$ cat config.mk
export PLATFORM = sky130hd
export DESIGN_NAME = intan_ctrl
export DESIGN_NICKNAME = d
export VERILOG_FILES = /design/src/rtl/intan_pkg.sv /design/src/rtl/fs_handshake.sv /design/src/rtl/intan_ctrl.sv
export SDC_FILE = /design/constraint.sdc
export NUM_CORES = 1
export LEC_CHECK = 0
export ABC_AREA = 1
export BUFFER_PORTS_ARGS = -buffer_cell sky130_fd_sc_hd__buf_2
export CORE_UTILIZATION = 61
export DETAILED_ROUTE_END_ITERATION = 6
export GPL_TIMING_DRIVEN = 0
export MAX_ROUTING_LAYER = met4
export PLACE_DENSITY = 0.78
export SLEW_MARGIN = 0
export SYNTH_ARGS = -nofsm -noshare
export SYNTH_HDL_FRONTEND = slang
export SYNTH_HIERARCHICAL = 1
export SYNTH_SLANG_ARGS = --single-unit
$ cat constraint.sdc
create_clock -name clk -period 4 [get_ports clk]
set_input_delay 0.2 -clock clk [delete_from_list [all_inputs] [get_ports clk]]
set_output_delay 0.2 -clock clk [all_outputs]
set_load 0.02 [all_outputs]
$ cat src/rtl/intan_pkg.sv
// ---------------------------------------------------------------------------
// intan_pkg
// Shared definitions for the intan sequencing controller:
//   - state_t     : controller FSM encoding (4 bits)
//   - hs_phase_t  : phase encoding of one fs/fd handshake
//   - dbg_t       : debug bundle exposing every FSM state
//   - DEV_*       : device kind codes reported after a check
//   - DEFAULT_*   : default timeout and check retry limit
// ---------------------------------------------------------------------------
package intan_pkg;

    typedef enum logic [3:0] {
        ST_IDLE     = 4'd0,
        ST_CHK      = 4'd1,
        ST_CHK_REL  = 4'd2,
        ST_EVAL     = 4'd3,
        ST_CONF     = 4'd4,
        ST_CONF_REL = 4'd5,
        ST_RUN      = 4'd6,
        ST_READ     = 4'd7,
        ST_READ_REL = 4'd8,
        ST_ERR      = 4'd9
    } state_t;

    typedef enum logic [1:0] {
        HS_IDLE = 2'd0,
        HS_HOLD = 2'd1,   // fs high, waiting for fd=1
        HS_REL  = 2'd2    // fs low, waiting for fd=0
    } hs_phase_t;

    typedef struct packed {
        state_t    state;
        hs_phase_t chk_phase;
        hs_phase_t conf_phase;
        hs_phase_t rd_phase;
    } dbg_t;

    localparam logic [1:0] DEV_NONE = 2'b00;
    localparam logic [1:0] DEV_ONE  = 2'b01;
    localparam logic [1:0] DEV_TWO  = 2'b10;
    localparam logic [1:0] DEV_FOUR = 2'b11;

    localparam logic [15:0] DEFAULT_TIMEOUT     = 16'd4096;
    localparam int unsigned DEFAULT_CHECK_RETRY = 3;

endpackage

$ cat src/rtl/fs_handshake.sv
// ---------------------------------------------------------------------------
// fs_handshake
// One fs/fd start/done phase with its own timeout.
// Handshake: on req the strobe go (fs) rises and is held until fd=1 is
// sampled; go then drops and the phase completes once fd=0 is sampled.
// Each of the two waits gets TIMEOUT cycles.
// Ports:
//   clk, rst  : clock, asynchronous active-high reset
//   req       : one-cycle request, accepted only when the phase is idle
//   fd        : done level from intan
//   go        : registered start strobe to intan
//   ack       : fd=1 seen while go is held (combinational)
//   done      : fd=0 seen after go dropped (combinational)
//   tmo       : current wait expired (combinational)
//   phase     : handshake phase, for debug
// ---------------------------------------------------------------------------
module fs_handshake
    import intan_pkg::*;
#(
    parameter logic [15:0] TIMEOUT = DEFAULT_TIMEOUT
) (
    input  logic      clk,
    input  logic      rst,
    input  logic      req,
    input  logic      fd,
    output logic      go,
    output logic      ack,
    output logic      done,
    output logic      tmo,
    output hs_phase_t phase
);

    logic [15:0] cnt;
    logic        expired;

    assign expired = (cnt == TIMEOUT - 16'd1);
    assign ack     = (phase == HS_HOLD) && fd;
    assign done    = (phase == HS_REL) && !fd;
    // Expiry only matters when the awaited level has not arrived this cycle.
    assign tmo     = expired && (((phase == HS_HOLD) && !fd) ||
                                 ((phase == HS_REL)  &&  fd));

    always_ff @(posedge clk or posedge rst) begin
        if (rst) begin
            phase <= HS_IDLE;
            go    <= 1'b0;
            cnt   <= 16'd0;
        end else begin
            case (phase)
                HS_IDLE: begin
                    if (req) begin
                        phase <= HS_HOLD;
                        go    <= 1'b1;
                        cnt   <= 16'd0;
                    end
                end
                HS_HOLD: begin
                    if (ack) begin
                        phase <= HS_REL;
                        go    <= 1'b0;
                        cnt   <= 16'd0;
                    end else if (tmo) begin
                        phase <= HS_IDLE;
                        go    <= 1'b0;
                        cnt   <= 16'd0;
                    end else begin
                        cnt <= cnt + 16'd1;
                    end
                end
                HS_REL: begin
                    if (done || tmo) begin
                        phase <= HS_IDLE;
                        cnt   <= 16'd0;
                    end else begin
                        cnt <= cnt + 16'd1;
                    end
                end
                default: begin
                    phase <= HS_IDLE;
                    go    <= 1'b0;
                    cnt   <= 16'd0;
                end
            endcase
        end
    end

endmodule

$ cat src/rtl/intan_ctrl.sv
// ---------------------------------------------------------------------------
// intan_ctrl
// Sequencing controller for the intan acquisition block: check the device,
// configure it, then issue one read per sample tick. Each fs/fd phase runs in
// its own fs_handshake instance; this module owns the sequencing FSM and the
// status counters.
// Ports:
//   clk, rst            : clock, asynchronous active-high reset
//   start, stop, tick   : control pulses from the system top level
//   fs_check/fd_check   : check handshake
//   fs_conf/fd_conf     : configure handshake
//   fs_read/fd_read     : read handshake
//   dev_kind_in         : device kind reported by intan after a check
//   dev_kind            : latched device kind
//   ready, busy, err    : status (err is sticky until the next start)
//   read_cnt            : completed reads, wraps
//   overrun             : dropped ticks, saturates at 8'hFF
//   dbg                 : controller and handshake phase states
// ---------------------------------------------------------------------------
module intan_ctrl
    import intan_pkg::*;
#(
    parameter logic [15:0] TIMEOUT     = DEFAULT_TIMEOUT,
    parameter int unsigned CHECK_RETRY = DEFAULT_CHECK_RETRY
) (
    input  logic        clk,
    input  logic        rst,
    input  logic        start,
    input  logic        stop,
    input  logic        tick,
    output logic        fs_check,
    input  logic        fd_check,
    output logic        fs_conf,
    input  logic        fd_conf,
    output logic        fs_read,
    input  logic        fd_read,
    input  logic [1:0]  dev_kind_in,
    output logic [1:0]  dev_kind,
    output logic        ready,
    output logic        busy,
    output logic        err,
    output logic [15:0] read_cnt,
    output logic [7:0]  overrun,
    output dbg_t        dbg
);

    localparam logic [7:0] RETRY_LIMIT = 8'(CHECK_RETRY);

    state_t     state, state_nxt;
    logic [7:0] retry;
    logic       pend, stop_pend;
    logic       chk_req, chk_ack, chk_done, chk_tmo;
    logic       conf_req, conf_ack, conf_done, conf_tmo;
    logic       rd_req, rd_ack, rd_done, rd_tmo;
    hs_phase_t  chk_phase, conf_phase, rd_phase;
    logic       in_read;

    assign in_read = (state == ST_READ) || (state == ST_READ_REL);

    // Handshake requests are derived from the next state so fs rises on the
    // same edge that the controller enters the phase.
    assign chk_req  = (state_nxt == ST_CHK)  && (state != ST_CHK);
    assign conf_req = (state_nxt == ST_CONF) && (state != ST_CONF);
    assign rd_req   = (state_nxt == ST_READ) && (state != ST_READ);

    fs_handshake #(.TIMEOUT(TIMEOUT)) u_chk (
        .clk(clk), .rst(rst), .req(chk_req), .fd(fd_check),
        .go(fs_check), .ack(chk_ack), .done(chk_done), .tmo(chk_tmo),
        .phase(chk_phase)
    );

    fs_handshake #(.TIMEOUT(TIMEOUT)) u_conf (
        .clk(clk), .rst(rst), .req(conf_req), .fd(fd_conf),
        .go(fs_conf), .ack(conf_ack), .done(conf_done), .tmo(conf_tmo),
        .phase(conf_phase)
    );

    fs_handshake #(.TIMEOUT(TIMEOUT)) u_rd (
        .clk(clk), .rst(rst), .req(rd_req), .fd(fd_read),
        .go(fs_read), .ack(rd_ack), .done(rd_done), .tmo(rd_tmo),
        .phase(rd_phase)
    );

    assign dbg = {state, chk_phase, conf_phase, rd_phase};

    always_comb begin
        state_nxt = state;
        case (state)
            ST_IDLE:     if (start) state_nxt = ST_CHK;
            ST_CHK:      if (chk_ack) state_nxt = ST_CHK_REL;
                         else if (chk_tmo) state_nxt = ST_ERR;
            ST_CHK_REL:  if (chk_done) state_nxt = ST_EVAL;
                         else if (chk_tmo) state_nxt = ST_ERR;
            ST_EVAL: begin
                if (dev_kind_in != DEV_NONE)            state_nxt = ST_CONF;
                else if (retry + 8'd1 >= RETRY_LIMIT)   state_nxt = ST_ERR;
                else                                    state_nxt = ST_CHK;
            end
            ST_CONF:     if (conf_ack) state_nxt = ST_CONF_REL;
                         else if (conf_tmo) state_nxt = ST_ERR;
            ST_CONF_REL: if (conf_done) state_nxt = ST_RUN;
                         else if (conf_tmo) state_nxt = ST_ERR;
            // stop has priority over a tick in the same cycle
            ST_RUN:      if (stop) state_nxt = ST_IDLE;
                         else if (tick || pend) state_nxt = ST_READ;
            ST_READ:     if (rd_ack) state_nxt = ST_READ_REL;
                         else if (rd_tmo) state_nxt = ST_ERR;
            ST_READ_REL: if (rd_done) state_nxt = (stop_pend || stop) ? ST_IDLE : ST_RUN;
                         else if (rd_tmo) state_nxt = ST_ERR;
            ST_ERR:      if (start) state_nxt = ST_CHK;
            default:     state_nxt = ST_IDLE;
        endcase
    end

    always_ff @(posedge clk or posedge rst) begin
        if (rst) begin
            state     <= ST_IDLE;
            dev_kind  <= DEV_NONE;
            ready     <= 1'b0;
            busy      <= 1'b0;
            err       <= 1'b0;
            read_cnt  <= 16'd0;
            overrun   <= 8'd0;
            retry     <= 8'd0;
            pend      <= 1'b0;
            stop_pend <= 1'b0;
        end else begin
            state <= state_nxt;
            ready <= (state_nxt == ST_RUN) || (state_nxt == ST_READ) ||
                     (state_nxt == ST_READ_REL);
            busy  <= !(state_nxt inside {ST_IDLE, ST_RUN, ST_ERR});
            err   <= (state_nxt == ST_ERR);

            // A fresh sequence forgets the old kind; a retry keeps it.
            if ((state == ST_IDLE || state == ST_ERR) && state_nxt == ST_CHK) begin
                dev_kind <= DEV_NONE;
                retry    <= 8'd0;
            end else if (state == ST_EVAL) begin
                if (dev_kind_in != DEV_NONE) begin
                    dev_kind <= dev_kind_in;
                    retry    <= 8'd0;
                end else begin
                    retry <= retry + 8'd1;
                end
            end

            if (state == ST_READ_REL && rd_done)
                read_cnt <= read_cnt + 16'd1;

            // One tick can wait behind an active read; further ones are dropped.
            if (in_read && tick && pend && overrun != 8'hFF)
                overrun <= overrun + 8'd1;

            if (state_nxt == ST_IDLE || state_nxt == ST_ERR)
                pend <= 1'b0;
            else if (state == ST_RUN)
                pend <= 1'b0;
            else if (in_read && tick)
                pend <= 1'b1;

            if (state_nxt != ST_READ && state_nxt != ST_READ_REL)
                stop_pend <= 1'b0;
            else if (stop)
                stop_pend <= 1'b1;
        end
    end

endmodule

# Word-level counts from Yosys, hierarchy flattened
# Cells that the tools add are included.
# classes
n_lt_le_gt_ge	1
eq_ne	39
shift	0
n_mul	0
n_addsub	6
n_div	0
mux	69
n_reduce_logical	60
bitwise	3
# ops
op	n
$mux W16	12
$pmux W16 S3	3
$add A16 B1 Y16 const B	4
$mux W4	14
$eq A16 B12 Y1 const B	3
$pmux W4 S9	1
$mux W2	15
$eq A4 B3 Y1 const B	7
$logic_and A1 B1 Y1	24
$mux W8	3
$pmux W2 S3	3
$reduce_and A3 Y1	6
$add A8 B1 Y8 const B	2
$eq A4 B4 Y1 const B	4
$mux W1	14
$logic_or A1 B1 Y1	13
$ne A2 B2 Y1 const B	6
$ne A4 B3 Y1 const B	3
$ne A3 B2 Y1 const B	3
$pmux W1 S3	3
$eq A4 B1 Y1 const B	2
$eq A4 B2 Y1 const B	2
$ge A8 B2 Y1 const B	1
$logic_not A4 Y1	2
13 further kinds	28
# totals
out_inout_bits	42
n_memories	0
rom_bits	0
input_bits	10
reg_bits	100
latch_bits	0
mem_bits_rw	0

# Depth between registers and ports, before layout
# logic_depth
word_depth	11
mapped_depth	24
mapped_depth_nobuf	24

# Hierarchy
# The synthesis kept the hierarchy.
# modules_own_cells
mod	seq_area_each_um2	cells_per_inst	n_inst	area_per_inst_um2
fs_handshake	475.5	188	3	1260.0
intan_ctrl	1076.0	333	1	2541.2

# Worst setup path after synthesis
# Ideal clock, no wire load.
# synth_timing
path_type	reg2reg
from	register u_chk.phase[1]
to	register u_chk.cnt[11]
setup_time_ps	113
required_time_ps	3887
setup_slack_ps	1165
stages_incl_launch_ff	24
arrival_ps	2722
path_buffers	0
cell_sequence	dfrtp_1 -> inv_1 -> ha_1 -> nand2_1 -> nand2_2 -> nand3_1 -> nor3_1 -> nor2_1 -> o21ai_0 -> o21ai_1 -> inv_1 -> nand3b_2 -> nor2_2 -> nand3_1 -> nor2_1 -> inv_1 -> nand2_1 -> nand3_1 -> nor2_1 -> nand2_1 -> nand2_1 -> nand2_1 -> nand2_1 -> inv_1
# synth_between
elab_chain_len	10
elab_cells_between_ends	21
classes_between	eq/ne (4); mux (8); reduce/logical (9)
# synth_rtl
item	line	text
from (decl)	fs_handshake.sv:30	output hs_phase_t phase
from (signal assigned)	fs_handshake.sv:45	phase <= HS_IDLE;
from (signal assigned)	fs_handshake.sv:52	phase <= HS_HOLD;
from (signal assigned)	fs_handshake.sv:59	phase <= HS_REL;
$eq A2 B1 Y1 / $eq A2 B2 Y1 (equally long branches)	fs_handshake.sv:40, fs_handshake.sv:41	
$logic_and A1 B1 Y1 (on tied branches)	fs_handshake.sv:40, fs_handshake.sv:41	
$logic_or A1 B1 Y1 *	fs_handshake.sv:40	assign tmo = expired && (((phase == HS_HOLD) && !fd) ||
$logic_and A1 B1 Y1 *	fs_handshake.sv:40	
named net chk_tmo	intan_ctrl.sv:52	logic chk_req, chk_ack, chk_done, chk_tmo;
$mux W4 *	intan_ctrl.sv:91, intan_ctrl.sv:93	
$mux W4 (on tied branches)	intan_ctrl.sv:92, intan_ctrl.sv:90	
$pmux W4 S9 *	intan_ctrl.sv:88	case (state)
named net state_nxt[1]	intan_ctrl.sv:49	state_t state, state_nxt;
$eq A4 B1 Y1 *	intan_ctrl.sv:62	assign chk_req = (state_nxt == ST_CHK) && (state != ST_CHK);
$logic_and A1 B1 Y1 *	intan_ctrl.sv:62	
named net chk_req	intan_ctrl.sv:52	
$ne A2 B2 Y1 (no source line) *	-	
to (signal assigned)	fs_handshake.sv:67	cnt <= cnt + 16'd1;
to (signal assigned)	fs_handshake.sv:75	cnt <= cnt + 16'd1;
to (decl)	fs_handshake.sv:33	logic [15:0] cnt;
# The timed path passes the listed nets; every way through them passes the cells marked *.
# A chain may end at the register's enable or synchronous reset.

# Worst setup path after layout
# Ends and elaborated chain as after synthesis.

==> summary.txt <==
Finish
  – Nets: 986
  – Most common cell after layout, fill and taps aside: nand2_1
  – Register area: 2500 um^2
  – Share of cells above drive strength 1: 14.3%
  – ANT cells: 0
  – Most frequent cells in the layout: nand2_1 (253), nor2_1 (128), inv_1 (122)
  – Post-route cell area: 6920 um^2
  – Post-layout util: 69.8%
  – Area of the multi-input gates: 3250 um^2
  – Synth-to-layout area growth: 9.50%
  – Number of fill cells in the layout: around 840

Setup path
  – Worst R2R Path Depth: 23
  – Crit path max fanout: 6
  – Worst Path Required: 4.28 ns
  – Critical Path End Type: register
  – Crit path kind: register to register
  – Crit path arrival time: 3.75 ns
  – Critical Path Source Type: register

Route
  – Routed wl met3: 791 um
  – DRT iter0 DRCs: 290
  – Drt wl/cell: 12.5 um
  – Met2 wire length: 6510 um
  – Top sig layer: met4
  – Pre-Repair DR Iteration Count: 5
  – Total Routed Length: 13,700 um
  – Met1 Wirelength: 6230 um
  – Via density per instance: around 5.2
  – DR DRC count: 0
  – Vias: 5,761
  – Antenna viol nets, final: 0

Global routing
  – Initial antenna violation count: 0
  – Gr usage total: 27.9%
  – Vias in the first global route: 5,313
  – First-pass GRT wire length: 23,600 um
  – Largest net degree at the start of global routing: 44
  – GRT overflow: 0

Floorplanning
  – Starting Density: 63.8%
  – Rows: 36
  – I/O Pins: 52
  – Core area: approximately 9900 um^2
  – Die area: about 11,000 um^2
  – Die height: 104 um
  – Die width: 104 um

CTS
  – Setup Fix Bufs, Post-CTS: 0
  – CTS Root Cell: clkbuf_8
  – CTS Sinks: 100
  – Reg clk slew, reported paths: 0.09 ns
  – CTS Buffer Depth: 2
  – Total CTS buffers: 9
  – TritonCTS clock tree: built
  – Worst-Skew Late Latency: 0.38 ns
  – Htree depth: 3

Power
  – Worst vdd ir: 257 uV
  – Static Leak: 3.59 nW
  – Power density cells: 235 nW/um^2

Logic synthesis
  – Sequential fraction of the synthesis area: 39.6%
  – Mapped Cells: 897
  – Post-synth top area cell: dfrtp_1
  – Post-synth EDFFs: 0
  – Avg Inst Size Synth: roughly 7 um^2
  – Top-area cell type share of the netlist area: 39.6%
  – Netlist Area Pre-Place: roughly 6300 um^2
  – Synthesized flop and latch total: 100
  – Synth warn: 6
  – Mapped Nets: 923
  – Post-synth ARST share: 100%
  – Yosys cell types: 34
  – Top cells by area, synth: dfrtp_1 (40%), nand2_1 (15%), nand3_1 (7.8%)
  – Most used DFF post-synth: dfrtp_1

Timing
  – Setup-failing EPs final: 0
  – Count of final hold-check violations: 0
  – Clock Skew: between 0.01 and 0.015 ns
  – Max Clock Freq: 289 MHz
  – Worst-Margin Slew: 0.881 ns
  – RSZ-0062 raised after global routing: no
  – Fin crit period: 3.46 ns
  – Setup_tns: 0 ns
  – Final worst path period share: 86.6%
  – Slew Viols, Final: 0
  – Slew Limit Headroom: 41.2%

Placement
  – Count of buffers from port buffering: 51
  – Final HPWL DP: about 10,000 um
  – GPL Wtd Cong: 0.933
  – Placed cell areas: 6740 um^2

Worst hold path
  – Hold WC Path Type: input port to register
  – Hold depth: 3

Status
  – Status: completed

Run
  – Max-Cap Viols: 0
==> layer usage <==
layer  vias up  GRT usage, %
li1       2924             -
met2       144          44.7
met1      2676          35.3
met4         0          8.57
met3        17          6.23
met5         -             -
==> worst max-delay path, cell delays in order, from the launching register on <==
cell and delay (ns):
dfrtp_1 0.42, inv_1 0.09, ha_1 0.20, nand2_1 0.10, nand2_2 0.11, nand3_1 0.08, nor3_1 0.36, nor2_1 0.11
o21ai_0 0.16, o21ai_1 0.09, inv_1 0.07, nand3b_2 0.13, nor2_2 0.23, nand3_1 0.13, nor2_1 0.18, inv_1 0.06
nand2_1 0.16, nand3_1 0.12, nor2_1 0.27, nand2_1 0.08, nand2_1 0.06, nand2_1 0.04, nand2_1 0.06, inv_1 0.04
==> final timing paths <==
path                                start              to  slack [ns]
max                        u_chk/phase[1]   u_chk/cnt[11]        0.54
min                                  stop       stop_pend        0.12
max reg2reg                u_chk/phase[1]   u_chk/cnt[11]        0.54
min reg2reg                  read_cnt[15]    read_cnt[15]        0.47
max in group asynchronous             rst     dev_kind[0]        2.87
min in group asynchronous             rst  u_conf/cnt[12]        0.51
==> flip-flops by register name, summed over array words and instances, names as in the netlist, 2 cells and up <==
signal	flops
u_conf/cnt	16
u_conf/phase	2
u_chk/cnt	16
state	4
u_chk/phase	2
u_rd/cnt	16
overrun	8
u_rd/phase	2
dev_kind	2
read_cnt	16
retry	8
==> through the flow <==
| stage | setup WS (ns) | total power, mW | hold WS (ns) | std cells |
|---|---|---|---|---|
| 3_5_place_dp | 0.622 | 1.07 | 0.398 | 1081 |
| 6_report | 0.536 | 1.63 | 0.118 | 1098 |
| 2_1_floorplan | 1.17 | 1.05 | 0.151 | 897 |
| 4_1_cts | 0.595 | 1.65 | 0.101 | 1098 |
| 5_1_grt | 0.101 | 1.69 | 0.133 | 1098 |
| 3_3_place_gp | 0.739 | 1.06 | 0.380 | 1081 |
==> what timing repair did <==
item | 4_1_cts | 5_1_grt
hold buffers | 1 | 0
endpoints found under the setup margin | 0 | 0
hold endpoints to repair | 49 | 0
resized for setup | 0 | 0
==> final cells by class <==
class | count | share of cell area (%)
Buffer | 8 | 0.886
Clock buffer | 11 | 2.04
Clock inverter | 5 | 0.398
Inverter | 136 | 7.39
Multi-Input combinational cell | 653 | 46.9
Sequential cell | 100 | 36.2
Tap cell | 133 | 2.40
Timing Repair Buffer | 52 | 3.83
==> cells in the mapped netlist (2+ instances only) <==
cell      instances
a21oi_1           9
buf_2             4
buf_6             3
dfrtp_1         100
ha_1             16
inv_1           123
inv_2            12
nand2_1         253
nand2_2           7
nand3_1          99
nand3b_1          7
nand4_1          14
nor2_1          128
nor2_2           20
nor2_4           11
nor3_1           17
nor3_2            3
o21ai_0          25
o21bai_1          5
or2_2             2
xnor2_1           7
xor2_1           20
==> logic make-up after synthesis <==
kind of cell / share of synthesized area, %
AND/OR/NAND/NOR: 40.6
AO/OA/AOI/OAI: 3.62
adder cells (fa/ha/maj): 3.17
multiplexers: 0.178
buffers and inverters: 9.07
flip-flops: 39.6
XOR/XNOR: 3.74
==> report_power, final <==
group          total [mW]  leakage, nW  switching [mW]  internal [mW]
clock network       0.582       0.0889           0.343          0.239
registers            1.01         1.35               0           1.01
logic              0.0342         2.15          0.0275        0.00669
total                1.63         3.59           0.370           1.26
Power figures use the tool's default switching activity.
